==> src/rtl/latch_readout_arbiter_pkg.sv <==
// -----------------------------------------------------------------------------
// latch_readout_arbiter_pkg
// Shared definitions for the latch readout arbiter:
//   - arbState_t  : frame FSM state encoding
//   - HDR_SYNC    : sync nibble at the top of every header word
//   - CH_ID_1/2   : channel identifiers carried in the header (one-hot)
//   - makeHeader  : assembles the 32-bit header word
// -----------------------------------------------------------------------------
package latch_readout_arbiter_pkg;

    typedef enum logic [2:0] {
        ST_IDLE = 3'd0,
        ST_HDR  = 3'd1,
        ST_LO   = 3'd2,
        ST_HI   = 3'd3,
        ST_ACK  = 3'd4,
        ST_CLR  = 3'd5
    } arbState_t;

    localparam logic [3:0] HDR_SYNC = 4'hA;
    localparam logic [1:0] CH_ID_1  = 2'b01;
    localparam logic [1:0] CH_ID_2  = 2'b10;

    // Header layout: sync[31:28], 2'b00, channel id[25:24], 8'h00, seq[15:0]
    function automatic logic [31:0] makeHeader(input logic [1:0]  chId,
                                               input logic [15:0] seq);
        return {HDR_SYNC, 2'b00, chId, 8'h00, seq};
    endfunction

endpackage

==> src/rtl/latch_readout_arbiter_rr_arb2.sv <==
// -----------------------------------------------------------------------------
// rr_arb2
// Two-requester round-robin arbiter with a last-grant pointer.
// After reset requester 0 is preferred. When both request, the one that was
// not granted last wins. The pointer only moves when iAdvance is high and a
// grant is actually issued.
// Ports:
//   iCLK      clock
//   iRSTn     asynchronous active-low reset
//   iReq      request vector (bit0 = requester 0, bit1 = requester 1)
//   iAdvance  grant is being consumed this cycle; update the pointer
//   oGrant    one-hot grant (combinational from iReq and the pointer)
// -----------------------------------------------------------------------------
module rr_arb2 (
    input  logic       iCLK,
    input  logic       iRSTn,
    input  logic [1:0] iReq,
    input  logic       iAdvance,
    output logic [1:0] oGrant
);

    // 1 = requester 1 was granted last (so requester 0 is preferred next)
    logic lastWasOneReg;

    always_comb begin
        oGrant = 2'b00;
        unique case (iReq)
            2'b01:   oGrant = 2'b01;
            2'b10:   oGrant = 2'b10;
            2'b11:   oGrant = lastWasOneReg ? 2'b01 : 2'b10;
            default: oGrant = 2'b00;
        endcase
    end

    always_ff @(posedge iCLK or negedge iRSTn) begin
        if (!iRSTn) begin
            lastWasOneReg <= 1'b1;
        end else if (iAdvance && (oGrant != 2'b00)) begin
            lastWasOneReg <= oGrant[1];
        end
    end

endmodule

==> src/rtl/latch_readout_arbiter.sv <==
// -----------------------------------------------------------------------------
// latch_readout_arbiter
// Drains two latched 64-bit timestamp channels into a single 32-bit word
// stream. Each sample is framed as header / low word / high word. Once the
// high word is accepted the channel's latch-reset pulse is issued and the
// arbiter waits for the channel's ready flag to drop, flagging a sticky error
// if it does not drop within pCLR_TIMEOUT cycles.
// Ports:
//   iCLK, iRSTn          clock, asynchronous active-low reset
//   iEN                  allow new grants (an in-flight frame always completes)
//   iRdy1, i1Lo, i1Hi    channel 1 ready flag and latched value
//   iRdy2, i2Lo, i2Hi    channel 2 ready flag and latched value
//   oResetLatch1/2       one-cycle latch release pulses
//   oDATA, oVALID, iREADY  word stream (valid/ready handshake)
//   oERR                 sticky clear-timeout flags (bit0 = ch1, bit1 = ch2)
//   oBUSY                FSM is not idle
// -----------------------------------------------------------------------------
module latch_readout_arbiter
    import latch_readout_arbiter_pkg::*;
#(
    parameter int pSEQ_W       = 16,
    parameter int pCLR_TIMEOUT = 15
) (
    input  logic        iCLK,
    input  logic        iRSTn,
    input  logic        iEN,
    input  logic        iRdy1,
    input  logic [31:0] i1Lo,
    input  logic [31:0] i1Hi,
    input  logic        iRdy2,
    input  logic [31:0] i2Lo,
    input  logic [31:0] i2Hi,
    output logic        oResetLatch1,
    output logic        oResetLatch2,
    output logic [31:0] oDATA,
    output logic        oVALID,
    input  logic        iREADY,
    output logic [1:0]  oERR,
    output logic        oBUSY
);

    localparam int CNT_W = $clog2(pCLR_TIMEOUT + 1);

    arbState_t          stateReg, stateNext;

    logic [1:0]         rdyVec;
    logic [1:0]         armedReg, armedNext;
    logic [1:0]         eligible;
    logic [1:0]         grant;
    logic               grantNow;

    logic [1:0]         chReg;          // one-hot id of the channel being served
    logic [1:0]         chSel;          // id the next header word should carry
    logic [63:0]        snapReg;
    logic [pSEQ_W-1:0]  seqReg;
    logic [15:0]        seqWide;
    logic [CNT_W-1:0]   clrCntReg;
    logic               clrTimeout;
    logic               chRdy;
    logic [1:0]         errReg;

    logic [31:0]        dataReg, dataNext;
    logic               validReg, validNext;
    logic               busyReg, busyNext;
    logic [1:0]         pulseReg, pulseNext;

    logic               accept;

    assign rdyVec = {iRdy2, iRdy1};
    assign accept = validReg && iREADY;

    // A channel is re-armed only while its ready flag is low, so a lock that
    // never released cannot be sent a second time.
    genvar gi;
    generate
        for (gi = 0; gi < 2; gi++) begin : gChan
            assign eligible[gi]  = rdyVec[gi] && armedReg[gi] && iEN;
            assign armedNext[gi] = (grantNow && grant[gi]) ? 1'b0 :
                                   (!rdyVec[gi])           ? 1'b1 :
                                                             armedReg[gi];
        end
    endgenerate

    rr_arb2 uArb (
        .iCLK     (iCLK),
        .iRSTn    (iRSTn),
        .iReq     (eligible),
        .iAdvance (grantNow),
        .oGrant   (grant)
    );

    assign grantNow   = (stateReg == ST_IDLE) && (eligible != 2'b00);
    assign chRdy      = |(chReg & rdyVec);
    assign clrTimeout = (clrCntReg >= CNT_W'(pCLR_TIMEOUT));
    assign seqWide    = 16'(seqReg);
    // In IDLE the header is being prepared for the channel just granted.
    assign chSel      = (stateReg == ST_IDLE) ? grant : chReg;

    // ---------------------------------------------------------------- state register
    always_ff @(posedge iCLK or negedge iRSTn) begin
        if (!iRSTn) begin
            stateReg <= ST_IDLE;
        end else begin
            stateReg <= stateNext;
        end
    end

    // ---------------------------------------------------------------- next state
    always_comb begin
        stateNext = stateReg;
        unique case (stateReg)
            ST_IDLE: if (eligible != 2'b00) stateNext = ST_HDR;
            ST_HDR:  if (accept)            stateNext = ST_LO;
            ST_LO:   if (accept)            stateNext = ST_HI;
            ST_HI:   if (accept)            stateNext = ST_ACK;
            ST_ACK:                         stateNext = ST_CLR;
            ST_CLR:  if (!chRdy || clrTimeout) stateNext = ST_IDLE;
            default:                        stateNext = ST_IDLE;
        endcase
    end

    // ---------------------------------------------------------------- outputs
    // Outputs are registered, so their next values are decoded from stateNext.
    // While a word is stalled, stateNext == stateReg and the sources (snapshot,
    // sequence, channel id) are unchanged, so oDATA holds.
    always_comb begin
        dataNext  = 32'h0;
        validNext = 1'b0;
        busyNext  = (stateNext != ST_IDLE);
        pulseNext = 2'b00;
        unique case (stateNext)
            ST_HDR: begin
                validNext = 1'b1;
                dataNext  = makeHeader(chSel, seqWide);
            end
            ST_LO: begin
                validNext = 1'b1;
                dataNext  = snapReg[31:0];
            end
            ST_HI: begin
                validNext = 1'b1;
                dataNext  = snapReg[63:32];
            end
            ST_ACK:  pulseNext = chReg;
            default: ;
        endcase
    end

    always_ff @(posedge iCLK or negedge iRSTn) begin
        if (!iRSTn) begin
            dataReg  <= 32'h0;
            validReg <= 1'b0;
            busyReg  <= 1'b0;
            pulseReg <= 2'b00;
        end else begin
            dataReg  <= dataNext;
            validReg <= validNext;
            busyReg  <= busyNext;
            pulseReg <= pulseNext;
        end
    end

    // ---------------------------------------------------------------- datapath
    always_ff @(posedge iCLK or negedge iRSTn) begin
        if (!iRSTn) begin
            armedReg  <= 2'b11;
            chReg     <= 2'b00;
            snapReg   <= 64'h0;
            seqReg    <= '0;
            clrCntReg <= '0;
            errReg    <= 2'b00;
        end else begin
            armedReg <= armedNext;

            if (grantNow) begin
                chReg   <= grant;
                snapReg <= grant[0] ? {i1Hi, i1Lo} : {i2Hi, i2Lo};
            end

            // Sequence advances only once the whole frame has been accepted.
            if ((stateReg == ST_HI) && accept) begin
                seqReg <= seqReg + pSEQ_W'(1);
            end

            // Counter holds the number of CLR cycles including the current one.
            if (stateReg == ST_ACK) begin
                clrCntReg <= CNT_W'(1);
            end else if ((stateReg == ST_CLR) && !clrTimeout) begin
                clrCntReg <= clrCntReg + CNT_W'(1);
            end

            if ((stateReg == ST_CLR) && chRdy && clrTimeout) begin
                errReg <= errReg | chReg;
            end
        end
    end

    assign oDATA        = dataReg;
    assign oVALID       = validReg;
    assign oBUSY        = busyReg;
    assign oResetLatch1 = pulseReg[0];
    assign oResetLatch2 = pulseReg[1];
    assign oERR         = errReg;

endmodule
==> config.mk <==
export PLATFORM = sky130hd
export DESIGN_NAME = latch_readout_arbiter
export DESIGN_NICKNAME = d
export VERILOG_FILES = /design/src/rtl/latch_readout_arbiter_pkg.sv /design/src/rtl/latch_readout_arbiter_rr_arb2.sv /design/src/rtl/latch_readout_arbiter.sv
export SDC_FILE = /design/constraint.sdc
export NUM_CORES = 1
export LEC_CHECK = 0
export CELL_PAD_IN_SITES_DETAIL_PLACEMENT = 1
export CELL_PAD_IN_SITES_GLOBAL_PLACEMENT = 1
export CORE_ASPECT_RATIO = 0.9
export CORE_UTILIZATION = 39
export DETAILED_ROUTE_END_ITERATION = 16
export PLACE_DENSITY_LB_ADDON = 0.1
export SLEW_MARGIN = 15
export SYNTH_ARGS = -nofsm -noshare
export SYNTH_HDL_FRONTEND = slang
export SYNTH_HIERARCHICAL = 1
export SYNTH_SLANG_ARGS = --single-unit
export TNS_END_PERCENT = 20
==> constraint.sdc <==
create_clock -name iCLK -period 5.1 [get_ports iCLK]
set_clock_uncertainty 0.1 [all_clocks]
set_input_delay 1.02 -clock iCLK [delete_from_list [all_inputs] [get_ports iCLK]]
set_output_delay 1.02 -clock iCLK [all_outputs]
set_load 0.005 [all_outputs]
==> results.cfg <==
[pwr]
power_frac_clock_pct = 26.4
sw_frac_of_total_pct = 32.4
switchingPower_w = 0.00137
p_seq_share_pct = 40.8
leakage_nw = 3.42
pwr_density_cell_nw_per_um2 = 514
internal_power_w = 0.00286
ir_worst_vdd_uv = 312
pwr-share-comb_pct = 32.8

[final_layout]
area_growth_pct = 41.3
nFillCells = 1490
layout.nets = 816
multi_input_area_sq_um = 2420
design_area_sq_um = 8240
antenna_cells = 0
area.sequential_sq_um = 3260
drive_above_1_share_pct = 7.10

[synth]
synth_warnings = 6
ys_ff_latch = 130
synthCells = 517
ys.flop_type = dfrtp_1
syn_nets = 653
ys_types = 46
ys_seq_area_share_pct = 55.9
syn_area_sq_um = 5830
synth-async-reset-ratio_pct = 100
synth_edf_count = 0
postSynthAreaPerCell_sq_um = 11.3

[placed_design]
hpwl_um = 10900
placed_area_sq_um = 7710
globalplace.congestion = 0.753
port_buffers = 171

[sta]
final.setup.tns_ns = 0
rsz0062_at_grt = false
fin_crit_ns = 3.06
setup_violations = 0
fmax_mhz = 326
slew_headroom_pct = 40.0
finalCritPeriodShare_pct = 60.1
finalHoldViolCount = 0
slew_violations = 0
tightest_slew_ns = 0.900

[clock_network]
cts_resized = 0
ctsRootBufferMaster = clkbuf_16
cts_tree = done
clkLatencyLatePin_ns = 0.42
htreeDepth = 4
cts_hold_buf = 0
cts_setup_buffers = 0
cts_sinks = 130
clk_pin_slew_ns = 0.05
numCtsBuffers = 17
cts.path.max_buffers = 2

[drt]
route.detailed.drc = 0
drt_iter0_markers = 215
first_pass_iters = 5
vias = 4603
ant_nets = 0
viasPerCell = 5.18
wirelength_um = 16000
wire_per_inst_um = 18.0

[run_status]
status = finished clean

[setup_path]
critPathKind = input pin to flop
cp-start-kind = input pin
r2r_cells = 5
path_buf_inv = 2
cp_max_fo = 40
crit_family = buffers and inverters
cp_data_arrival_time_ns = 3.23
crit_chain = clkdlybuf4s50_1, and3_1, a21boi_4, buf_12, mux2i_1, a21oi_1
worstSetupPathDepth = 6
max_stage_delay_ns = 0.61
critPathSlowestCell = a21boi_4
critical_path.endpoint_type = flop
worstPathRequired_ns = 5.27
r2r_slack_ns = 2.48

[floorplanning]
die_h_um = 118
pin_count = 172
coreArea_sq_um = 14700
die_x_um = 131
rows = 42
die-area_sq_um = 15400
start_util_pct = 39.8

[hold_path]
hold_class = flop to flop
min_path_cells = 1

[global_route]
grt_pass1_vias = 5045
grt_pass1_wl_um = 25700
grt_overflow = 0
grt_max_degree = 99
grt.total_usage_pct = 22.4
antenna_found_initial = 0

[flow_run]
cap_violations = 0
[final timing paths]
check                             from     endpoint
setup / recovery                 iRdy1  snapReg[45]
hold / removal                 oERR[0]      oERR[0]
setup reg to reg           stateReg[0]    oDATA[19]
hold reg to reg                oERR[0]      oERR[0]
max in group asynchronous        iRSTn    oDATA[12]
min in group asynchronous        iRSTn   snapReg[1]
[state kept, by name, indices dropped and copies added (netlist names)]
signal and count:
seqReg 16, pulseReg 2, oBUSY 1, snapReg 64, chReg 2, oERR 2, uArb/lastWasOneReg 1, oVALID 1
stateReg 3, clrCntReg 4, armedReg 2, oDATA 32
[placed cells by master, fill, tap and decap left out, drive strengths merged, types with 2 or more instances in the layout]
cell type	count
a221o	20
nor2	75
dfrtp	127
dfstp	3
a21boi	3
nor4	4
xor2	3
a21oi	71
inv	3
a211oi	2
nand4b	2
ha	2
mux2i	65
clkbuf	22
xnor2	15
nand2b	3
and3	3
clkdlybuf4s50	170
a22o	13
mux2	5
nand3	8
and2	19
nand4	4
nor2b	3
nor3b	3
nand2	11
a21o	3
clkinv	6
buf	7
and4	2
[power by group through the flow]
stage	logic (W)	registers [W]	clock network, W
floorplan	0.000885	0.00164	0
global placement	0.00133	0.00171	0
detailed placement	0.00140	0.00173	0
CTS	0.00142	0.00173	0.00114
global route	0.00155	0.00178	0.00118
finish	0.00139	0.00173	0.00112
[synthesized netlist by cell type (4+ instances only)]
library cell | count | area share [%]
dfrtp_1 | 127 | 55
nor2_1 | 75 | 4.8
a21oi_1 | 71 | 6.1
mux2i_1 | 65 | 11
a221o_1 | 20 | 3.4
buf_2 | 20 | 1.7
and2_1 | 19 | 2.0
xnor2_1 | 15 | 2.3
a22o_1 | 13 | 2.0
clkbuf_1 | 12 | 0.77
nand2_1 | 11 | 0.71
nand3_1 | 7 | 0.60
nand4_1 | 4 | 0.43
[worst reg2reg max path, delay by kind of cell (launching register included)]
family / cells / cell delay [ns]
compound gates: 2 / 0.49
flops: 1 / 0.70
simple gates: 2 / 0.87
buf+inv: 1 / 0.39
[final cells by class]
class / instances / share of cell area [%]
flip-flops and latches: 130 / 39.5
clock inverters: 7 / 0.729
well taps: 198 / 3.01
repair buffers: 177 / 21.5
multi-input cells: 351 / 29.4
inverters: 3 / 0.137
clock buffers: 22 / 5.75
[through the flow]
step	util, %	hold WS [ns]	setup slack [ns]	std cells	total power (W)
3_3_place_gp	52.6	0.342	1.67	859	0.00305
4_1_cts	56.2	0.367	2.04	888	0.00429
5_1_grt	56.2	0.381	1.87	888	0.00451
2_1_floorplan	-	0.346	2.62	517	0.00253
6_report	56.2	0.364	2.04	888	0.00423
3_5_place_dp	52.6	0.355	1.62	859	0.00313
[kinds of logic (layout without fill, tap and decap cells)]
group	after synthesis	in the layout	share of synthesized area, %
AO/OA/AOI/OAI	122	122	14.0
buffers and inverters	36	209	2.88
multiplexers	70	70	12.1
AND/OR/NAND/NOR	139	139	12.0
XOR/XNOR	18	18	2.70
adder cells (fa/ha/maj)	2	2	0.429
flip-flops	130	130	55.9
[metal layers]
metal	up-vias	GRT usage, %	routed length, um	share of wire [%]
met1	2284	26.9	6740	42
met2	120	36.7	7990	50
met4	0	9.05	298	1.9
met3	22	7.09	956	6.0
li1	2177	-	-	-
met5	-	0	0	0
Power figures use the tool's default switching activity.
